**config.mk**
```make
export PLATFORM = sky130hd
export DESIGN_NAME = seqdetect_arbiter
export DESIGN_NICKNAME = d
export VERILOG_FILES = /design/src/rtl/seqdetect_arbiter.sv
export SDC_FILE = /design/constraint.sdc
export NUM_CORES = 1
export LEC_CHECK = 0
export ABC_CLOCK_PERIOD_IN_PS = 1800
export BUFFER_PORTS_ARGS = -buffer_cell sky130_fd_sc_hd__buf_2
export CORE_ASPECT_RATIO = 1.1
export CORE_MARGIN = 2
export CORE_UTILIZATION = 46
export CTS_CLUSTER_SIZE = 16
export DETAILED_ROUTE_END_ITERATION = 6
export GPL_TIMING_DRIVEN = 0
export PLACE_DENSITY_LB_ADDON = 0.1
export SETUP_SLACK_MARGIN = 0.1
export SYNTH_ARGS = -nofsm -noshare
export SYNTH_HDL_FRONTEND = slang
export SYNTH_SLANG_ARGS = --single-unit
```
**constraint.sdc**
```tcl
create_clock -name clk -period 1.8 [get_ports clk]
set_input_delay 0.18 -clock clk [delete_from_list [all_inputs] [get_ports clk]]
set_output_delay 0.18 -clock clk [all_outputs]
set_load 0.1 [all_outputs]
```
**src/rtl/seqdetect_arbiter.sv**
```systemverilog
// rtl/seqdetect_arbiter.sv - round-robin scheduler sharing one 1011 sequence detector
//
// Grants one requester at a time, pulses the detector reset, shifts the latched
// frame word into the detector MSB-first and reports the hit count per frame.
//
// Ports:
//   clk, reset  - rising-edge clock, synchronous active-high reset
//   req         - per-requester frame request (N_REQ)
//   data        - frame words, requester i at [i*FRAME_W +: FRAME_W]
//   grant       - one-hot grant, zero when idle
//   busy        - high whenever not idle
//   det_reset   - detector reset (system reset or flush)
//   det_bit     - detector serial input
//   det_seen    - detector seq_seen, reflects the bit applied one cycle earlier
//   done        - one-cycle frame-result pulse
//   done_id     - finished requester index
//   hit         - at least one detection in the frame
//   hit_cnt     - detections in the frame, saturating at 15
module seqdetect_arbiter #(
    parameter int N_REQ   = 4,
    parameter int FRAME_W = 8
) (
    input  logic                       clk,
    input  logic                       reset,
    input  logic [N_REQ-1:0]           req,
    input  logic [N_REQ*FRAME_W-1:0]   data,
    output logic [N_REQ-1:0]           grant,
    output logic                       busy,
    output logic                       det_reset,
    output logic                       det_bit,
    input  logic                       det_seen,
    output logic                       done,
    output logic [$clog2(N_REQ)-1:0]   done_id,
    output logic                       hit,
    output logic [3:0]                 hit_cnt
);

    localparam int ID_W  = $clog2(N_REQ);
    localparam int IDX_W = $clog2(FRAME_W);

    typedef enum logic [2:0] {
        IDLE  = 3'd0,
        FLUSH = 3'd1,
        SHIFT = 3'd2,
        DRAIN = 3'd3,
        DONE  = 3'd4
    } state_t;

    state_t              state;
    state_t              state_nxt;
    logic [ID_W-1:0]     last;
    logic [FRAME_W-1:0]  sreg;
    logic [IDX_W-1:0]    idx;
    logic [3:0]          cnt;
    logic [3:0]          cnt_fin;
    logic                any_req;
    logic                found;
    logic [ID_W-1:0]     win;
    logic [ID_W-1:0]     cand;

    // Rotating-priority search starting just after the last winner.
    always_comb begin
        any_req = |req;
        found   = 1'b0;
        win     = last;
        cand    = last;
        for (int k = 1; k <= N_REQ; k++) begin
            cand = ID_W'((int'(last) + k) % N_REQ);
            if (!found && req[cand]) begin
                found = 1'b1;
                win   = cand;
            end
        end
    end

    // Final count including the DRAIN sample, which covers the last frame bit.
    always_comb begin
        cnt_fin = cnt;
        if (det_seen && cnt != 4'hF) begin
            cnt_fin = cnt + 4'd1;
        end
    end

    always_ff @(posedge clk) begin
        if (reset) begin
            state <= IDLE;
        end else begin
            state <= state_nxt;
        end
    end

    always_comb begin
        state_nxt = state;
        case (state)
            IDLE:    if (any_req) state_nxt = FLUSH;
            FLUSH:   state_nxt = SHIFT;
            SHIFT:   if (idx == IDX_W'(FRAME_W - 1)) state_nxt = DRAIN;
            DRAIN:   state_nxt = DONE;
            DONE:    state_nxt = IDLE;
            default: state_nxt = IDLE;
        endcase
    end

    always_comb begin
        busy      = (state != IDLE);
        det_reset = reset || (state == FLUSH);
        det_bit   = (state == SHIFT) ? sreg[FRAME_W-1] : 1'b0;
        done      = (state == DONE);
    end

    always_ff @(posedge clk) begin
        if (reset) begin
            grant   <= '0;
            last    <= ID_W'(N_REQ - 1);
            sreg    <= '0;
            idx     <= '0;
            cnt     <= '0;
            done_id <= '0;
            hit     <= 1'b0;
            hit_cnt <= '0;
        end else begin
            case (state)
                IDLE: begin
                    if (any_req) begin
                        grant <= N_REQ'(1) << win;
                        last  <= win;
                        sreg  <= data[int'(win)*FRAME_W +: FRAME_W];
                        cnt   <= '0;
                    end
                end
                FLUSH: begin
                    idx <= '0;
                end
                SHIFT: begin
                    sreg <= {sreg[FRAME_W-2:0], 1'b0};
                    idx  <= idx + IDX_W'(1);
                    // Shift cycle 0 sees the post-reset detector state; skip it.
                    if (idx != '0 && det_seen && cnt != 4'hF) begin
                        cnt <= cnt + 4'd1;
                    end
                end
                DRAIN: begin
                    done_id <= last;
                    hit_cnt <= cnt_fin;
                    hit     <= (cnt_fin != 4'd0);
                end
                DONE: begin
                    grant <= '0;
                end
                default: begin
                    grant <= '0;
                end
            endcase
        end
    end

endmodule

```
==> results of run 1 <==
==> final timing paths <==
check                     startpoint  slack, ps                 endpoint
max             last[0]$_SDFFE_PP1P_        130     last[0]$_SDFFE_PP1P_
min reg2reg  hit_cnt[2]$_SDFFE_PP0N_        450  hit_cnt[2]$_SDFFE_PP0N_
min                         data[13]        150     sreg[5]$_SDFFE_PP0P_
max reg2reg     last[0]$_SDFFE_PP1P_        130     last[0]$_SDFFE_PP1P_
==> per-layer routing <==
metal / up-vias / track usage, %
met3: 7 / 5.68
met2: 40 / 37.6
met1: 777 / 24.0
met5: - / 0
li1: 905 / -
met4: 0 / 8.33
==> sequential cells by signal (all words and copies together), names as in the netlist <==
register and flops:
last 2, hit_cnt 4, hit 1, cnt 4, idx 3, state 3
grant 4, done_id 2, sreg 8
==> cells by family after synthesis <==
| kind of cell | Yosys count | share of synthesized area [%] |
|---|---|---|
| muxes | 21 | 12.1 |
| and+or+nand+nor | 81 | 21.8 |
| AOI/OAI and AO/OA | 56 | 22.2 |
| buffers and inverters | 16 | 4.96 |
| adders and majority gates | 4 | 2.83 |
| DFF | 31 | 35.1 |
| xor gates and xnor gates | 2 | 0.992 |
==> cells in the mapped netlist, types with 3 or more instances <==
master,number
o21ai_0,3
inv_1,5
mux2i_1,18
mux2_2,3
nor3_1,6
ha_1,4
and3_1,3
nand4_1,3
nor2_1,33
dfxtp_1,31
o22a_1,7
nand2_1,20
clkbuf_1,9
a22oi_1,12
o21ai_1,8
nand2b_1,4
a21oi_1,14
==> per-stage QoR <==
stage / cells / setup TNS, ps / total power, mW
6_report: 331 / 0 / 2.92
3_3_place_gp: 313 / -7.23 / 2.21
5_1_grt: 331 / 0 / 3.09
2_1_floorplan: 211 / 0 / 1.97
4_1_cts: 324 / 0 / 2.86
3_5_place_dp: 313 / -67.0 / 2.21
==> power by group <==
part	internal, mW	switching, mW
logic	0.561	0.905
clock network	0.264	0.277
registers	0.823	0.0868
total	1.65	1.27
==> layout make-up <==
class,instances,area (µm²),area share (%)
tap,50,62.6,2.62
sequential,31,634,26.6
buffer,11,75.1,3.14
inverter,5,18.8,0.786
clock buffer,5,68.8,2.88
multi-input combinational,164,1130,47.3
timing repair buffer,62,384,16.1
clock inverter,3,15.0,0.629
==> critical path, stage by stage, from the launching register on <==
cell and delay (ps):
dfxtp_4 360, nor2b_2 40, a21o_1 170, a221oi_4 260
buf_6 160, buf_8 140, clkbuf_16 150, nor2_2 30
a211o_1 250
==> what timing repair did <==
| item | CTS | global route |
|---|---|---|
| buffers inserted | 2 | 6 |
| gates resized for setup | 16 | 17 |
| cloned | 1 | 1 |
| endpoints found under the setup margin | 16 | 17 |
| pin swaps | 2 | 6 |
==> results.txt, run 1 <==
The flow ran to the end, and the final reports show no timing, DRC or antenna violations. When the netlist entered floorplanning its net count stood at roughly 250. The chip width is 63.1 µm. Pin placement for this block handled 54 I/O pins.

The sum of met2 wire segment lengths after detailed routing is 2130 µm. The clock-pin slew reported for the worst setup and hold paths after clock tree synthesis is 70 ps. The worst clock skew is 7.74 ps.

The routed layout has around 1700 vias. Once the floorplan was initialized, standard cells occupied 48.3% of the core. The layout overhead on the synthesized area is 35.2%. The area of the die is ~4400 µm². In the detailed route, the total length drawn on met3 is roughly 190 µm. The number of port buffers came out at 52. The least setup slack across all paths after layout is 135 ps. The prevailing post-synth register cell is dfxtp_1. The proportion of netlist area held by the largest area contributor came out at 35.1%.

The critical path data arrival time came out at 1850 ps. For the worst-skew pair, the clock arrives at the later sink with an insertion delay of 290 ps. The global-route congestion overflow total came out at 0. Summed over all layers, the routed wires come to 4280 µm. The max-slew headroom at the worst pin is 64.9%. After technology mapping, the gate count stands at around 210. The number of cells traversed by the worst hold path came out at 3. The number of clock buffers added by TritonCTS is 5. The total of endpoints with negative setup slack in the final report is 0. Sorting the synthesized cells by area gives the leading types as dfxtp_1, mux2i_1, nor2_1, a22oi_1, nand2_1.

The synthesized area divided by synthesized cell count came out at 8.37 µm². The post-synthesis sequential area ratio came out at a little over a third. The fraction of layout cells with a size suffix above 1 came out at a little under two fifths. By startpoint and endpoint, the worst setup path is classified as reg -> reg. The total number of nets in the final design is 323. In the global route stage, overall resource usage came out at 20.9%. The iteration count of the initial detailed-routing pass came out at 4. The summed area of non-filler cells in the final layout came out at between 2000 and 2500 µm². The post-synthesis cell area is 1770 µm². Measured along the y axis, the die boundary spans 69.0 µm. The post-detailed-route count of antenna-violating nets is 0. The async set-reset flop share out of synthesis is 0%. The final worst hold slack is between 150 and 200 ps. Dividing the detail-routed wire length by the instance count gives 12.9 µm.

The number of warning messages in the yosys log is 0. The maximum number of pins on one net before global-route repair is 11. The utilization of the core after routing came out at 65.4%.

0 antenna diodes ended up in the layout. Setup repair after global routing could not meet its margin everywhere. The worst setup path is captured at a flip-flop.

Leaving out fill and tap cells, the most frequent cells in the layout are buf_2, nor2_1, dfxtp_1. The initial antenna violation count came out at 0. At the pin with the least slew margin, the transition time is 526 ps. The via density per instance came out at around 5.2. The post-route met1 wirelength is 1900 µm.

The uppermost layer routed is met4. After filler insertion, the fill cell instance count of the layout stands at 356. The number of flip-flops and latches in the synthesized netlist came out at 31. The largest fanout on the critical path is 6. The depth of the CTS H-tree came out at 2.

The power density of the placed cells is 1220 nW/µm². The number of hold violations in the final report is 0. The leakage power of the design is 1.08 nW. VDD sags by at most 0.550 mV. The number of sinks driven by the clock tree is 31. The worst hold-check path type is in -> reg. For this run, design rule violations remaining after detail routing come to 0. The worst-case setup slack after placement came out at -37.8 ps. In this run the core area contains 23 standard-cell rows. Summing all placed instances gives a cell area of roughly 2100 µm². The HPWL after detailed placement is 3000 µm. The via count of the first global-routing pass is 1548.

The max-cap violation count came out at 0. At the worst endpoint, the required time is 1990 ps. The number of enable flip-flop cells after synthesis is 0. The netlist uses 40 different library cells.

The type of element launching the critical path is a flip-flop. The number of buffers between clock root and the deepest sink came out at 2. The post-cts hold buffer count came out at 0. The total core area came out at 3650 µm². The clock tree from TritonCTS is built.

The minimum clock period came out at between 1500 and 2000 ps. The number of slew-limit violations in the final report came to 0. The post-route fraction of the period consumed by the critical path came out at 92.5%. The placer congestion estimate came out at approximately 0.76.

The global-route wire length before repair came out at approximately 7000 µm. The most common library cell in the layout ignoring fill and taps is buf_2. The synthesized design spends more area on one cell type than any other, namely dfxtp_1. In this run the clock root is driven by a clkbuf_8.

The top achievable clock speed is ~600 MHz. The first routing iteration left 93 violations. Counting cells, the worst reg-to-reg path comes to 8.
(Power assumes the default switching activity.)
==> run 2, diff against run 1 <==
CELL_PAD_IN_SITES_DETAIL_PLACEMENT = 0   (was unset)
CELL_PAD_IN_SITES_GLOBAL_PLACEMENT = 1   (was unset)
CORE_UTILIZATION = 33   (was 46)
==> results.txt, run 2 (synthesis results as in run 1) <==
The run finished with clean final reports. The type of the worst setup path is reg -> reg. The max-slew headroom at the worst pin came out at 62.1% (-2.8 points). The number of sinks driven by the clock tree was 31 (unchanged). The startpoint identified for the worst hold timing path is data[26]. The number of standard-cell rows in the floorplan is 27 (+17%).

The power density of the placed cells came out at 1280 nW/µm² (+4.9%). The worst clock skew came out at 9.84 ps (+2.10 ps). The global-route congestion overflow total came out at 0 (unchanged). The total clock buffers created by CTS is 5 (unchanged). The starting density of the core came out at 34.6% (-14 points).

The design internal power came out at 1.82 mW (+10%). The via density per instance is 4.91 (-6.0%). The total core area came out at 5100 µm² (+40%). The detailed placer's ending HPWL is 3310 µm (+10%). The utilization of the core after routing came to 47.5% (-18 points). The worst setup path is launched from a flip-flop. The critical path data arrival time came out at 1860 ps (about the same). The reg2reg setup slack is 100 ps (-30 ps).

The number of flip-flops in the largest register is 8 (unchanged). The routed wire length came out at 4570 µm (+6.7%). The iteration count of the initial detailed-routing pass came out at 4 (unchanged). The combinational share of power is 47.0% (-3.3 points). Traced cell by cell, the critical path runs through nor2b_2 -> a21o_1 -> a221oi_4 -> buf_6 -> buf_8 -> buf_12 -> mux2i_2 -> o21ai_1. The number of port buffers came out at 52 (unchanged).

The placer congestion estimate came out at 0.799 (+5.7%). The largest incremental delay on the critical path came out at 370 ps (about the same). The total of endpoints with negative setup slack in the final report came out at 0 (unchanged). The top achievable clock speed is 590 MHz (-1.8%). The count of antenna diodes in the layout came to 0 (unchanged). The start of the worst register-to-register path is last[0]$_SDFFE_PP1P_. The layout overhead on the synthesized area came out at 37.2%. In the layout the commonest cells are buf_2, nor2_1, dfxtp_1. The iteration-0 DRC count of the detailed router is 54 (-42%). The number of cells traversed by the worst hold path came out at 3 (unchanged).

The clock share of power came to 23.6% (+5.1 points). The leakage power of the design came out at 1.08 nW (about the same). The minimum clock period is 1700 ps (+29.8 ps). The worst-case vdd ir drop was 0.557 mV (+1.2%). The relative contribution of sequential cells to total power is 29.4% (-1.8 points). The transition time of the tightest slew-check pin came out at 568 ps (+42.1 ps).

The via count of the first global-routing pass came out at 1639 (+5.9%). The cell with the largest stage delay on the worst path is dfxtp_4. The largest register by flop count is sreg. The remaining routing DRC violations is 0 (unchanged). The tightest min-delay check is of the in -> reg type.

The least setup slack across all paths after layout came to 105 ps (-29.8 ps). The initial antenna violation count came to 0 (unchanged). The total number of nets in the final design came out at 322 (-0.31%). The clock-pin slew reported for the worst setup and hold paths after clock tree synthesis is 70 ps (about the same). The area of the die is 5960 µm² (+37%). The largest fanout on the critical path is 10 (+4). The fraction of layout cells with a size suffix above 1 came out at 36.8% (-0.58 points).

The number of hold violations in the final report was 0 (unchanged). The met1 layer usage reported by global route came to 21.1% (-2.9 points). The worst-case setup slack after placement came to -77.5 ps (-39.7 ps). The via count came out at 1729 (unchanged). The maximum number of pins on one net before global-route repair came to 11 (unchanged). The global-route wire length before repair is 7670 µm (+9.5%). The global-route met3 utilization is 4.59% (-1.1 points).

The post-detailed-route count of antenna-violating nets is 0 (unchanged). The chip width is 73.8 µm (+17%). The routing usage on met2 was 27.1% (-11 points). The endpoint identified for the worst register-to-register timing path is sreg[1]$_SDFFE_PP0P_.

The required time at the endpoint of the critical path is 1960 ps (-30 ps). The fraction of power spent switching nets came to 41.3% (-2.1 points). The top-level port count came out at 54 (unchanged). Setup repair after global routing could not meet its margin everywhere. The max-cap violation count is 0 (unchanged).

The post-route fraction of the period consumed by the critical path is 94.2% (+1.7 points). The final worst hold slack came out at 149 ps (-4.18 ps). The post-detailed-route wirelength per cell came out at 13.0 µm (+0.31%).

The total routing usage reported by global routing came to 16.7% (-4.2 points). The library cell used most frequently in the layout, excluding fill and tap cells, is buf_2. The most used routing layer is met2. The number of slew-limit violations in the final report is 0 (unchanged). The worst setup path is captured at a flip-flop. TritonCTS built the clock tree. The depth of the CTS H-tree came to 2 (unchanged). The root cell of the clock tree is clkbuf_8.

For hold timing, the worst endpoint is sreg[2]$_SDFFE_PP0P_. The insertion delay to the later sink of the worst-skew pair came out at 290 ps (about the same). The chip height came to 80.7 µm (+17%).

The switching component of the power came out at 1.28 mW (+1.2%). The number of buffers between clock root and the deepest sink came out at 2 (unchanged). The length in cells of the worst reg-to-reg path came out at 8 (unchanged). The setup TNS after final layout is 0 ps (unchanged).
==> run 2: cell count changes in the layout (fill, tap and decap cells not counted), sizes merged <==
cell,previous run,this run
buf,64,62
clkbuf,14,16
clkinv,3,1
bufinv,0,1
==> run 2: metrics by stage <==
stage          std cells  instance area [µm²]  total power [mW]
3_5_place_dp         335                 2140              2.23
2_1_floorplan        211                 1790              1.97
4_1_cts              347                 2360              3.11
6_report             352                 2420              3.10
3_3_place_gp         335                 2140              2.23
5_1_grt              352                 2420              3.29
==> run 2: per-layer routing <==
metal / wire (µm) / part of all wire [%] / vias up
met3: 216 / 4.7 / 8
met2: 2130 / 47 / 43
met5: 0 / 0 / -
met4: 74 / 1.6 / 0
met1: 2150 / 47 / 778
li1: - / - / 900
==> run 2: area by class of cell <==
class / count / area, µm²
Clock buffer: 6 / 82.6
Multi-Input combinational cell: 164 / 1120
Inverter: 5 / 18.8
Buffer: 11 / 75.1
Clock inverter: 2 / 35.0
Tap cell: 72 / 90.1
Fill cell: 519 / 2680
Sequential cell: 31 / 634
Timing Repair Buffer: 61 / 365
==> run 2: timing repair <==
action / CTS / global route
pin swaps: 4 / 3
setup buffers: 3 / 5
resized for setup: 22 / 10
gates cloned: 1 / 0
setup endpoints to repair: 20 / 17
hold buffers: 0 / 0
==> run 2: power groups by stage <==
| stage | clock (mW) | sequential, mW | combinational [mW] |
|---|---|---|---|
| after floorplan | 0 | 1.13 | 0.837 |
| after global placement | 0 | 0.924 | 1.31 |
| after global routing | 0.792 | 0.930 | 1.57 |
| final | 0.732 | 0.913 | 1.46 |
| after CTS | 0.757 | 0.910 | 1.44 |
| after detailed placement | 0 | 0.924 | 1.31 |
==> run 2: worst max-delay path: cells and delay by family (launching register included) <==
kind,cells,cell delay [ps]
buffers and inverters,3,420
and+or+nand+nor,1,40
AOI/OAI and AO/OA,3,530
DFF,1,370
muxes,1,200
==> run 2: worst max-delay path by stage <==
stage	startpoint	endpoint	slack, ps	cells after the start
4_1_cts	state[2]$_SDFFE_PP0P_	det_bit	60	3
3_5_place_dp	state[2]$_SDFFE_PP0P_	sreg[1]$_SDFFE_PP0P_	-80	6
3_3_place_gp	cnt[1]$_SDFFE_PP0P_	cnt[3]$_SDFFE_PP0P_	-90	7
2_1_floorplan	state[2]$_SDFFE_PP0P_	grant[3]$_SDFFE_PP0P_	30	6
6_report	last[0]$_SDFFE_PP1P_	sreg[1]$_SDFFE_PP0P_	100	8
5_1_grt	last[0]$_SDFFE_PP1P_	sreg[7]$_SDFFE_PP0P_	10	8
